$ cat src/rtl/apb_slave_mem_if.sv
// APB3 bus bundle between one requester port and one completer.
// The master modport is the requester side; the slave modport is the completer side.
interface apb_slave_mem_if #(
  parameter int unsigned ADDR_WIDTH = 32,
  parameter int unsigned DATA_WIDTH = 32
);
  logic                  psel;
  logic                  penable;
  logic                  pwrite;
  logic [ADDR_WIDTH-1:0] paddr;
  logic [DATA_WIDTH-1:0] pwdata;
  logic [DATA_WIDTH-1:0] prdata;
  logic                  pready;
  logic                  pslverr;

  modport master (
    output psel, penable, pwrite, paddr, pwdata,
    input  prdata, pready, pslverr
  );

  modport slave (
    input  psel, penable, pwrite, paddr, pwdata,
    output prdata, pready, pslverr
  );
endinterface

$ cat src/rtl/apb_slave_mem.sv
// APB3 completer: word register memory with a read-only access counter in the top
// slot, fixed wait-state insertion and PSLVERR on bad address, misalignment or counter write.
module apb_slave_mem #(
  parameter int unsigned           ADDR_WIDTH  = 32,
  parameter int unsigned           DATA_WIDTH  = 32,
  parameter int unsigned           DEPTH       = 16,
  parameter logic [ADDR_WIDTH-1:0] BASE_ADDR   = 32'h2000_0000,
  parameter int unsigned           WAIT_CYCLES = 1
) (
  input logic           clk,
  input logic           rst_n,
  apb_slave_mem_if.slave apb
);

  localparam int unsigned           IDX_W   = $clog2(DEPTH);
  localparam int unsigned           WAIT_W  = (WAIT_CYCLES > 0) ? $clog2(WAIT_CYCLES + 1) : 1;
  localparam logic [ADDR_WIDTH-1:0] SPAN    = ADDR_WIDTH'(DEPTH * 4);
  localparam logic [IDX_W-1:0]      CNT_IDX = IDX_W'(DEPTH - 1);

  typedef enum logic {IDLE, ACCESS} state_e;

  state_e                state_q, state_d;
  logic [WAIT_W-1:0]     wait_q, wait_d;
  logic [IDX_W-1:0]      idx_q, idx_d;
  logic                  err_q, err_d;
  logic                  pwrite_q, pwrite_d;
  logic [DATA_WIDTH-1:0] prdata_q, prdata_d;
  logic [DATA_WIDTH-1:0] mem_q [DEPTH];
  logic [DATA_WIDTH-1:0] mem_d [DEPTH];

  // Decode of the current bus address; only consulted in the setup phase.
  logic [ADDR_WIDTH-1:0] offset;
  logic                  dec_hit;
  logic [IDX_W-1:0]      dec_idx;
  logic                  dec_err;

  assign offset  = apb.paddr - BASE_ADDR;
  assign dec_hit = (apb.paddr >= BASE_ADDR) && (offset < SPAN);
  assign dec_idx = offset[IDX_W+1:2];
  assign dec_err = !dec_hit || (apb.paddr[1:0] != 2'b00) || (apb.pwrite && (dec_idx == CNT_IDX));

  assign apb.pready  = (state_q == ACCESS) && (wait_q == '0);
  assign apb.pslverr = apb.pready && err_q;
  assign apb.prdata  = prdata_q;

  always_comb begin
    // NOTE: every _d starts from its _q so no path through this block can infer a latch.
    state_d  = state_q;
    wait_d   = wait_q;
    idx_d    = idx_q;
    err_d    = err_q;
    pwrite_d = pwrite_q;
    prdata_d = prdata_q;
    mem_d    = mem_q;

    unique case (state_q)
      IDLE: begin
        if (apb.psel && !apb.penable) begin
          state_d  = ACCESS;
          wait_d   = WAIT_W'(WAIT_CYCLES);
          idx_d    = dec_idx;
          err_d    = dec_err;
          pwrite_d = apb.pwrite;
          if (!apb.pwrite) prdata_d = dec_err ? '0 : mem_q[dec_idx];
        end
      end
      ACCESS: begin
        if (!apb.psel) begin
          state_d = IDLE;
        end else if (wait_q == '0) begin
          state_d = IDLE;
          if (!err_q) begin
            // Slot CNT_IDX is never a write target: that case was decoded as an error.
            if (pwrite_q) mem_d[idx_q] = apb.pwdata;
            mem_d[CNT_IDX] = mem_d[CNT_IDX] + DATA_WIDTH'(1);
          end
        end else if (apb.penable) begin
          wait_d = wait_q - WAIT_W'(1);
        end
      end
      default: state_d = IDLE;
    endcase
  end

  // NOTE: sequential state uses non-blocking assignments so all flops update together.
  always_ff @(posedge clk or negedge rst_n) begin
    if (!rst_n) begin
      state_q  <= IDLE;
      wait_q   <= '0;
      idx_q    <= '0;
      err_q    <= 1'b0;
      pwrite_q <= 1'b0;
      prdata_q <= '0;
      // NOTE: the memory is reset because it is read back as defined zeros after reset.
      for (int i = 0; i < DEPTH; i++) mem_q[i] <= '0;
    end else begin
      state_q  <= state_d;
      wait_q   <= wait_d;
      idx_q    <= idx_d;
      err_q    <= err_d;
      pwrite_q <= pwrite_d;
      prdata_q <= prdata_d;
      mem_q    <= mem_d;
    end
  end

endmodule

$ cat src/flat_wrapper.sv
// flat-port wrapper written by rule: the top's interface ports become plain ports
module apb_slave_mem_flat 
#(
  parameter int unsigned           ADDR_WIDTH  = 32,
  parameter int unsigned           DATA_WIDTH  = 32,
  parameter int unsigned           DEPTH       = 16,
  parameter logic [ADDR_WIDTH-1:0] BASE_ADDR   = 32'h2000_0000,
  parameter int unsigned           WAIT_CYCLES = 1
)
  (clk, rst_n, apb_psel, apb_penable, apb_pwrite, apb_paddr, apb_pwdata, apb_prdata, apb_pready, apb_pslverr);
  apb_slave_mem_if #(.ADDR_WIDTH(ADDR_WIDTH), .DATA_WIDTH(DATA_WIDTH)) apb_i ();
  input logic clk;
  input logic rst_n;
  input wire logic [$bits(apb_i.psel)-1:0] apb_psel;
  input wire logic [$bits(apb_i.penable)-1:0] apb_penable;
  input wire logic [$bits(apb_i.pwrite)-1:0] apb_pwrite;
  input wire logic [$bits(apb_i.paddr)-1:0] apb_paddr;
  input wire logic [$bits(apb_i.pwdata)-1:0] apb_pwdata;
  output wire logic [$bits(apb_i.prdata)-1:0] apb_prdata;
  output wire logic [$bits(apb_i.pready)-1:0] apb_pready;
  output wire logic [$bits(apb_i.pslverr)-1:0] apb_pslverr;
  assign apb_i.psel = apb_psel;
  assign apb_i.penable = apb_penable;
  assign apb_i.pwrite = apb_pwrite;
  assign apb_i.paddr = apb_paddr;
  assign apb_i.pwdata = apb_pwdata;
  assign apb_prdata = apb_i.prdata;
  assign apb_pready = apb_i.pready;
  assign apb_pslverr = apb_i.pslverr;
  apb_slave_mem #(.ADDR_WIDTH(ADDR_WIDTH), .DATA_WIDTH(DATA_WIDTH), .DEPTH(DEPTH), .BASE_ADDR(BASE_ADDR), .WAIT_CYCLES(WAIT_CYCLES)) u_core (.clk(clk), .rst_n(rst_n), .apb(apb_i));
endmodule
$ cat config.mk
export PLATFORM = sky130hd
export DESIGN_NAME = apb_slave_mem_flat
export DESIGN_NICKNAME = d
export VERILOG_FILES = /design/src/rtl/apb_slave_mem_if.sv /design/src/rtl/apb_slave_mem.sv /design/src/flat_wrapper.sv
export SDC_FILE = /design/constraint.sdc
export NUM_CORES = 1
export LEC_CHECK = 0
export ABC_AREA = 1
export BUFFER_PORTS_ARGS = -buffer_cell sky130_fd_sc_hd__buf_2
export CAP_MARGIN = 20
export CORE_MARGIN = 1
export CORE_UTILIZATION = 45
export CTS_CLUSTER_DIAMETER = 150
export DETAILED_ROUTE_END_ITERATION = 7
export RECOVER_POWER = 100
export SKIP_CTS_REPAIR_TIMING = 1
export SLEW_MARGIN = 20
export SYNTH_ARGS = -nofsm -noshare
export SYNTH_HDL_FRONTEND = slang
export SYNTH_SLANG_ARGS = --single-unit
export TNS_END_PERCENT = 10
$ cat constraint.sdc
create_clock -name clk -period 2.45 [get_ports clk]
set_input_delay 0.1225 -clock clk [delete_from_list [all_inputs] [get_ports clk]]
set_output_delay 0.1225 -clock clk [all_outputs]
set_load 0.05 [all_outputs]
**Word-level counts from Yosys, hierarchy flattened**

Cells that the tools add are included.

- Reduce and logical (&&, ||, !) cells: 16
- Shift operators: 0
- $mul: 0
- Muxes and demuxes: 21
- Div/mod/pow operators: 0
- Eq/ne operators: 4
- $lt $le $gt $ge: 5
- $add $sub $neg: 3
- Bitwise operators: 6

Operator list:

| operator | count |
|---|---|
| 512-bit two-way mux | 5 |
| 512-bit bitwise mux | 1 |
| 32-bit binary-select mux with 4-bit select | 1 |
| 32-bit demux with 4-bit select | 1 |
| 32-bit two-way mux | 4 |
| 32-bit by 1-bit adder with 32-bit output (second input constant) | 1 |
| 32-bit by 30-bit >= comparator with 1-bit output (second input constant) | 1 |
| 32-bit by 7-bit less-than comparator with 1-bit output (second input constant) | 1 |
| 32-bit by 30-bit subtractor with 32-bit output (second input constant) | 1 |
| 5-bit >= comparator (second input constant) | 2 |
| 4-bit inverter with 5-bit output | 2 |
| 1-bit two-way mux | 7 |
| 1-bit logical AND | 6 |
| 5-bit by 1-bit less-than comparator with 1-bit output (second input constant) | 1 |
| 5-bit != test (second input constant) | 1 |
| 5-bit AND reduction | 1 |
| 4-bit equality test (second input constant) | 1 |
| 1-bit inverter | 4 |
| 1-bit case mux with 2 select lines | 2 |
| 2-bit AND reduction | 2 |
| 4-bit AND reduction | 1 |
| 3-bit AND reduction | 1 |
| 1-bit logical NOT | 2 |
| 1-bit logical OR | 2 |
| other kinds (4) | 4 |

- ROM bits: 0
- Register bits after elaboration: 552
- Latch bits: 0
- Bits in writable memories: 0
- Memories kept: 0

**Logic depth before layout (Yosys ltp)**

Gate-level depths: netlist (run 1).

- Word-level depth: 12
- Depth in mapped cells: 16
- Gate-level depth less buffers: 15

**Least setup slack after synthesis (run 1)**

OpenSTA, ideal clock, no wires.

- Kind: register to register
- Start point: reg u_core.idx_q[1]
- End point: reg u_core.mem_q[30] (netlist name)
- Library setup time: 0.117 ns
- Slack: 0.382 ns
- Stages on the path, launching flop included: 16
- Data required time: 2.333 ns
- Arrival: 1.951 ns
- Buffers on the path: 1
- Cell sequence: dfrtp_1 nand3_2 nor2_4 buf_2 nand2_1 o21ai_1 ha_1 nand2_1 nor2_4 nand2_1 nor2_1 nand2_1 nand2_1 nand2_1 nand2_1 nand2_1

- Longest elaborated chain between the ends: 12
- Elaborated cells on any way between the ends: 13

RTL lines:

| item | line | RTL |
|---|---|---|
| start: declaration | apb_slave_mem.sv:24 | `logic [IDX_W-1:0] idx_q, idx_d;` |
| start signal: assignment | apb_slave_mem.sv:99 | `idx_q <= idx_d;` |
| 4-bit inverter with 5-bit output (implied by the code) * | apb_slave_mem.sv:74 | `if (pwrite_q) mem_d[idx_q] = apb.pwdata;` |
| 5-bit >= comparator (implied by the code) or 5-bit by 1-bit less-than comparator with 1-bit output (tied branches) | apb_slave_mem.sv:74 |  |
| 1-bit logical AND (implied by the code) | apb_slave_mem.sv:74 |  |
| 32-bit two-way mux (implied by the code) | apb_slave_mem.sv:74 |  |
| 32-bit demux with 4-bit select * | apb_slave_mem.sv:74 |  |
| 512-bit bitwise mux * | apb_slave_mem.sv:74 |  |
| 512-bit two-way mux * | apb_slave_mem.sv:74 |  |
| 512-bit two-way mux * | apb_slave_mem.sv:72 | `if (!err_q) begin` |
| 512-bit two-way mux * | apb_slave_mem.sv:70 | `end else if (wait_q == '0) begin` |
| 512-bit two-way mux * | apb_slave_mem.sv:68 | `if (!apb.psel) begin` |
| 512-bit two-way mux * | apb_slave_mem.sv:56 | `unique case (state_q)` |
| 32-bit by 1-bit adder with 32-bit output * | apb_slave_mem.sv:75 | `mem_d[CNT_IDX] = mem_d[CNT_IDX] + DATA_WIDTH'(1);` |
| end signal: assignment | apb_slave_mem.sv:103 | `mem_q <= mem_d;` |
| end: declaration | apb_slave_mem.sv:28 | `logic [DATA_WIDTH-1:0] mem_q [DEPTH];` |

Every way passes the cells marked *; elsewhere a longest branch is shown, timed or not. The select of a mux whose other input is x is not followed.
A chain may end at the register's enable or synchronous reset.

**Worst setup path after layout (run 1)**

- Start point: in apb_pwrite
- End point: reg u_core.prdata_q[14] (netlist: u_core.apb.prdata[14])

- Longest elaborated chain between the ends: 3
- Elaborated cells on any way between the ends: 5

RTL lines:

| item | line | RTL |
|---|---|---|
| start: declaration | flat_wrapper.sv:16 | `input wire logic [$bits(apb_i.pwrite)-1:0] apb_pwrite;` |
| 1-bit logical AND | apb_slave_mem.sv:40 | `assign dec_err = !dec_hit \|\| (apb.paddr[1:0] != 2'b00) \|\| (apb.pwrite && (dec_idx == CNT_IDX));` |
| 1-bit logical OR | apb_slave_mem.sv:40 |  |
| 32-bit two-way mux | apb_slave_mem.sv:64 | `if (!apb.pwrite) prdata_d = dec_err ? '0 : mem_q[dec_idx];` |
| end signal: assignment | apb_slave_mem.sv:102 | `prdata_q <= prdata_d;` |
| end: declaration | apb_slave_mem.sv:27 | `logic [DATA_WIDTH-1:0] prdata_q, prdata_d;` |

Parallel ways exist; a longest one is shown, timed or not.

==> impl_metrics.toml, run 1 <==
[logic_synthesis]
syn_area_um2 = 25720
yosysTopAreaCell = "dfrtp_1"
avgSynthCellArea_um2 = 8.029
synth-seq-cells = 552
ys_types = 37
yosys-top-cells-area = "dfrtp_1 54%, nand2_1 17%, o21ai_0 9.0%, a21oi_1 4.8%, clkbuf_1 3.2%"
yosysSeqAreaShare_pct = 53.71
syn_inst = 3203
synth_nets = 3274
synth_top_cell_area_share_pct = 53.71
yosys_warnings = 0

[global_route]
grt.total_usage_pct = 29.32
antenna_found_initial = 0
grt-ovfl-total = 0
grt_pass1_wl_um = 130000
grt_start_max_net_pins = 109
grt_pass1_vias = 21600

[timing]
slew-limit-headroom_pct = -18.01
rsz0062_at_grt = "true"
tightest_slew_ns = 1.770
clock_skew_ns = 0.01465
fin_crit_sh_pct = 94.47
setup_ws_ns = 0.1354
fin_crit_ns = 2.315
setup_viol = 0
whs_ns = -0.02284
max_freq_mhz = 432.0
drv_slew = 53
hold_viol_final = 3

[critical_path]
reg2reg_to = "u_core.mem_q[22]"
path_class = "primary input to flop"
worst-path-stages = 11
path_max_fanout = 23
cp_data_required_time_ns = 2.96
path_buf_inv = 4
timing.critical_path.to = "u_core.apb.prdata[14]"
path_cells = "dlygate4sd3_1 > clkbuf_1 > nand3_1 > nor3_1 > buf_4 > nor3_1 > nand4_1 > nor2_4 > buf_12 > nand3_1 > nand2_1"
start_kind = "primary input"
end_kind = "flop"
reg2reg_depth = 14
r2r-start = "u_core.idx_q[1]"
cp_top_family = "buffers and inverters"
slowest_delay_ns = 0.53
arrival_ns = 2.83
r2r_setup_slack_ns = 0.15
cp-startpoint = "apb_pwrite"
cp_slowest_cell = "dlygate4sd3_1"

[floorplan]
fp-row-count = 87
fp.dieW_um = 241.1
floorplan.initialDensity_pct = 45.61
die_area_um2 = 58110
boundaryPins = 103
core_region_area_um2 = 56390
die_h_um = 241.1

[final_layout]
final_layout_size_suffix_gt1_share_pct = 9.477
fin_area_um2 = 29250
nFillCells = 5468
multi_input_area_um2 = 10680
nNetsFinal = 3291
area_growth_pct = 13.74
antenna_cells = 0
regArea_um2 = 13810
fin_cells = 4027

[clocking]
tritoncts.num_buffers = 60
cts_tree = "built"
htree_levels = 2
clock_path_buffers = 3
cts_sinks = 552
clkTransAtPathRegs_ns = 0.06
root_buffer = "clkbuf_16"
clk_latency_ns = 0.64

[job]
drv_cap = 1

[place]
io_buffers = 102
dp.cells = 3908
place_area_um2 = 27260
hpwl_um = 52470
preCtsSetupSlack_ns = 0.1263
routabilityCongestion = 0.9404

[power_and_ir_drop]
p_leak_nw = 13.26
power.total_w = 0.01973
ir_drop_v = 0.0005315
power_density_nw_per_um2 = 674.3

[drt]
wirelength_um = 83910
firstDrtPassIters = 5
drt_iter0_markers = 2260
vias_per_cell = 5.687
num_vias = 22900
drc = 0
wl_per_cell_um = 20.84
drtAntennaViolNets = 0

[outcome]
outcome = "complete, but fails checks"
violations = "hold timing, capacitance limit, slew limit"

[min_path]
holdCritPathClass = "primary input to flop"
-- through the flow --
| step | setup TNS (ns) | utilization, % |
|---|---|---|
| floorplan | 0 | - |
| detailed placement | 0 | 48.34 |
| finish | 0 | 51.88 |
| global route | -0.004816 | 51.88 |
| CTS | 0 | 51.91 |
| global placement | 0 | 48.34 |
-- synth_stat cells (all sizes together) --
cell type / count
clkinv: 2
clkbuf: 220
o22ai: 1
a21oi: 246
nor2: 75
a31oi: 4
nand3: 98
ha: 2
buf: 29
o21bai: 8
o211ai: 17
o21ai: 505
a32o: 17
a221o: 30
xor2: 3
nand2: 1204
nor3: 8
dfrtp: 552
o311ai: 17
or2: 3
nor4: 3
inv: 90
a22oi: 64
and2: 1
nand4: 2
nor4b: 1
a21boi: 1
-- cells in the final DEF (no fill, tap or decap), types with 4 or more instances in the layout --
master,count
buf_2,66
dfrtp_1,552
o21ai_1,42
nor2_2,7
o211ai_1,17
buf_12,16
dlygate4sd3_1,6
o311ai_0,17
nor3_1,5
a32o_1,17
clkbuf_1,47
a31oi_1,4
buf_4,69
clkbuf_8,18
a221o_1,30
nor2_4,7
a22oi_1,64
nand2_1,1184
o21bai_1,8
inv_1,86
nand3_1,97
clkbuf_16,61
nor2_1,61
clkinv_2,17
nand2_2,19
clkbuf_2,7
a21oi_1,246
o21ai_0,463
-- power by group --
part	switching [W]	internal (W)
clock network	0.00386	0.00531
registers	0.0000308	0.00914
logic	0.00104	0.000350
-- how the worst min path moves through the flow --
stage	from	depth (start not counted)	endpoint	slack (ns)
2_1_floorplan	rst_n	0	u_core.apb.prdata[0]	-0.17
5_1_grt	apb_pwdata[9]	5	u_core.mem_q[9]	0.006
4_1_cts	rst_n	1	u_core.mem_q[37]	-0.57
3_3_place_gp	rst_n	1	u_core.mem_q[101]	0.10
3_5_place_dp	rst_n	1	u_core.mem_q[37]	0.11
6_report	apb_pwdata[12]	6	u_core.mem_q[12]	-0.02
-- state kept, by name, indices dropped and copies added, names as in the netlist --
| signal | count |
|---|---|
| u_core.mem_q | 512 |
| u_core.apb.prdata | 32 |
| u_core.idx_q | 4 |
| u_core.err_q | 1 |
| u_core.pwrite_q | 1 |
| u_core.state_q | 1 |
| u_core.wait_q | 1 |
-- cells by family after synthesis --
kind of cell	after synthesis	synth area share (%)
buffers and inverters	341	5.026
AO/OA/AOI/OAI	910	19.77
XOR/XNOR	3	0.1022
adder cells (fa/ha/maj)	2	0.09728
flip-flops	552	53.71
AND/OR/NAND/NOR	1395	21.29
-- routing by layer --
layer  vias up  global-route usage, %  wire length [um]
met4         0                  6.828              1459
met2       812                  44.59             37450
li1      10690                      -                 -
met3        82                  4.198              5631
met5         -                      0                 0
met1     11320                  44.02             39370
-- cell type report --
cell class | count | area share [%]
Clock inverter | 24 | 0.7186
Tap cell | 756 | 3.234
Timing Repair Buffer | 204 | 4.932
Clock buffer | 89 | 6.159
Multi-Input combinational cell | 2310 | 36.52
Sequential cell | 552 | 47.22
Inverter | 92 | 1.215
-- worst reg2reg max path: stages, from the launching register on --
cell,delay (ns)
dfrtp_1,0.42
nand3_2,0.13
nor2_4,0.24
nand2_1,0.08
o21ai_1,0.16
ha_1,0.22
nand2_1,0.12
nor2_4,0.17
nand2_1,0.17
inv_1,0.18
nand2_1,0.08
nand2_1,0.06
nand2_1,0.05
nand2_1,0.05
nand2_1,0.05
No activity file was read; power rests on OpenSTA's default activity.
==> run 2: changes to the inputs <==
Settings changed: REMOVE_ABC_BUFFERS from default to 1.
==> impl_metrics.toml, run 2 (same netlist as run 1, synthesis figures left out) <==
[outcome]
outcome = "complete, but fails checks"
violations = "capacitance limit, slew limit"

[clocking]
htree_levels = 2
clock_path_buffers = 3
clk_latency_ns = 0.64
root_buffer = "clkbuf_16"
cts_sinks = 552
cts_tree = "built"
tritoncts.num_buffers = 61
clkTransAtPathRegs_ns = 0.06

[place]
place_area_um2 = 27330
dp.cells = 3898
hpwl_um = 48740
routabilityCongestion = 0.8948
io_buffers = 102

[power_and_ir_drop]
comb_power_share_pct = 7.1
ir_drop_v = 0.0005482
p_int_w = 0.01457
power_density_nw_per_um2 = 662.3
power_frac_seq_pct = 47.5
p_leak_nw = 13.20
pwr-share-clk_pct = 45.5
switching_share_pct = 24.64
switching_power_w = 0.004762
power.total_w = 0.01933

[job]
drv_cap = 1

[critical_path]
path_class = "flop to flop"
cp_top_family = "simple AND/OR/NAND/NOR gates"
slowest_delay_ns = 0.42
r2r_setup_slack_ns = 0.18
end_kind = "flop"
r2r-start = "u_core.idx_q[0]"
crit_path_frequent_cell = "nand2_1"
path_max_fanout = 8
arrival_ns = 2.79
start_kind = "flop"
path_cells = "nand3_2 > nor2_4 > nand2_1 > o21ai_1 > ha_1 > nand2_1 > nor2_4 > nand2_1 > nor2_2 > nand2_1 > nand2_1 > nand2_1 > nand2_1 > nand2_1"
cp_slowest_cell = "dfrtp_1"
reg2reg_depth = 14
path_buf_inv = 0
cp_data_required_time_ns = 2.96
reg2reg_to = "u_core.mem_q[30]"

[timing]
setup_viol = 0
clock_skew_ns = 0.02569
slew-limit-headroom_pct = -39.25
fin_crit_ns = 2.273
rsz0062_at_grt = "true"
hold_viol_final = 0
tightest_slew_ns = 2.089
drv_slew = 56
max_freq_mhz = 440.0
fin_crit_sh_pct = 92.76

[drt]
vias_per_cell = 5.634
num_vias = 22630
wirelength_um = 80240
drc = 0
drtAntennaViolNets = 0
drt_iter0_markers = 2086
firstDrtPassIters = 6
wl_per_cell_um = 19.98

[final_layout]
layout_commonest_cell = "nand2_1"
fin_area_um2 = 29180
nFillCells = 5546
utilization_pct = 51.76
largest_register = "u_core.mem_q"
area_growth_pct = 13.48
antenna_cells = 0
largest_reg_flops = 512
final_cell_mix = "1183 x nand2_1, 552 x dfrtp_1, 463 x o21ai_0"
nNetsFinal = 3284
fin_cells = 4016
final_layout_size_suffix_gt1_share_pct = 8.773

[min_path]
min_from = "apb_pwdata[3]"
min_path_cells = 5
worstHoldEndpoint = "u_core.mem_q[3]"
holdCritPathClass = "primary input to flop"

[global_route]
grt.total_usage_pct = 28.16
grt_start_max_net_pins = 119
grt-ovfl-total = 0
grt_pass1_wl_um = 126500
antenna_found_initial = 1
grt_pass1_vias = 22010

[floorplan]
fp-row-count = 87
die_area_um2 = 58110
floorplan.initialDensity_pct = 45.61
fp.dieW_um = 241.1
boundaryPins = 103
core_region_area_um2 = 56390
die_h_um = 241.1
==> run 2: worst max-delay path by stage <==
stage	startpoint	to	slack, ns	cells past startpoint
4_1_cts	u_core.idx_q[2]	u_core.mem_q[27]	0.12	15
2_1_floorplan	apb_paddr[2]	u_core.apb.prdata[10]	-2.82	7
6_report	u_core.idx_q[0]	u_core.mem_q[30]	0.18	14
5_1_grt	u_core.idx_q[0]	u_core.mem_q[30]	-0.03	14
3_5_place_dp	u_core.idx_q[2]	u_core.mem_q[27]	0.10	15
3_3_place_gp	u_core.idx_q[2]	u_core.mem_q[30]	0.14	15
==> run 2: cell type report <==
| type | count | area, um2 | share of cell area [%] |
|---|---|---|---|
| Clock buffer | 95 | 1784 | 6.114 |
| Clock inverter | 15 | 113.9 | 0.3901 |
| Inverter | 92 | 355.3 | 1.218 |
| Multi-Input combinational cell | 2310 | 10680 | 36.61 |
| Sequential cell | 552 | 13810 | 47.33 |
| Tap cell | 756 | 945.9 | 3.241 |
| Timing Repair Buffer | 196 | 1488 | 5.098 |
==> run 2: worst reg2reg max path, cell delays in order (launching register included) <==
cell and delay [ns]:
dfrtp_1 0.42, nand3_2 0.13, nor2_4 0.28, nand2_1 0.08, o21ai_1 0.12, ha_1 0.19
nand2_1 0.12, nor2_4 0.20, nand2_1 0.16, nor2_2 0.18, nand2_1 0.07, nand2_1 0.05
nand2_1 0.05, nand2_1 0.05, nand2_1 0.05
==> run 2: power groups by stage <==
stage | Clock, W | Combinational, W | Sequential, W
final | 0.00879 | 0.00137 | 0.00917
after global placement | 0 | 0.00136 | 0.00933
after detailed placement | 0 | 0.00137 | 0.00934
after floorplan | 0 | 0.000545 | 0.00934
after global routing | 0.00932 | 0.00151 | 0.00917
after CTS | 0.00895 | 0.00137 | 0.00917
==> run 2: routing by layer <==
metal | share of wire, % | track usage, %
met1 | 46 | 39.75
met2 | 45 | 44.03
met3 | 5.6 | 4.186
met4 | 3.4 | 10.24
met5 | 0 | 0
==> run 2: per-stage QoR <==
step | hold WS (ns) | worst slack, ns | setup TNS (ns)
6_report | 0.001592 | 0.1773 | 0
5_1_grt | 0.007139 | -0.03077 | -0.3743
4_1_cts | -0.5101 | 0.1192 | 0
3_5_place_dp | 0.1486 | 0.1009 | 0
3_3_place_gp | 0.1447 | 0.1390 | 0
2_1_floorplan | -0.1731 | -2.825 | -672.32
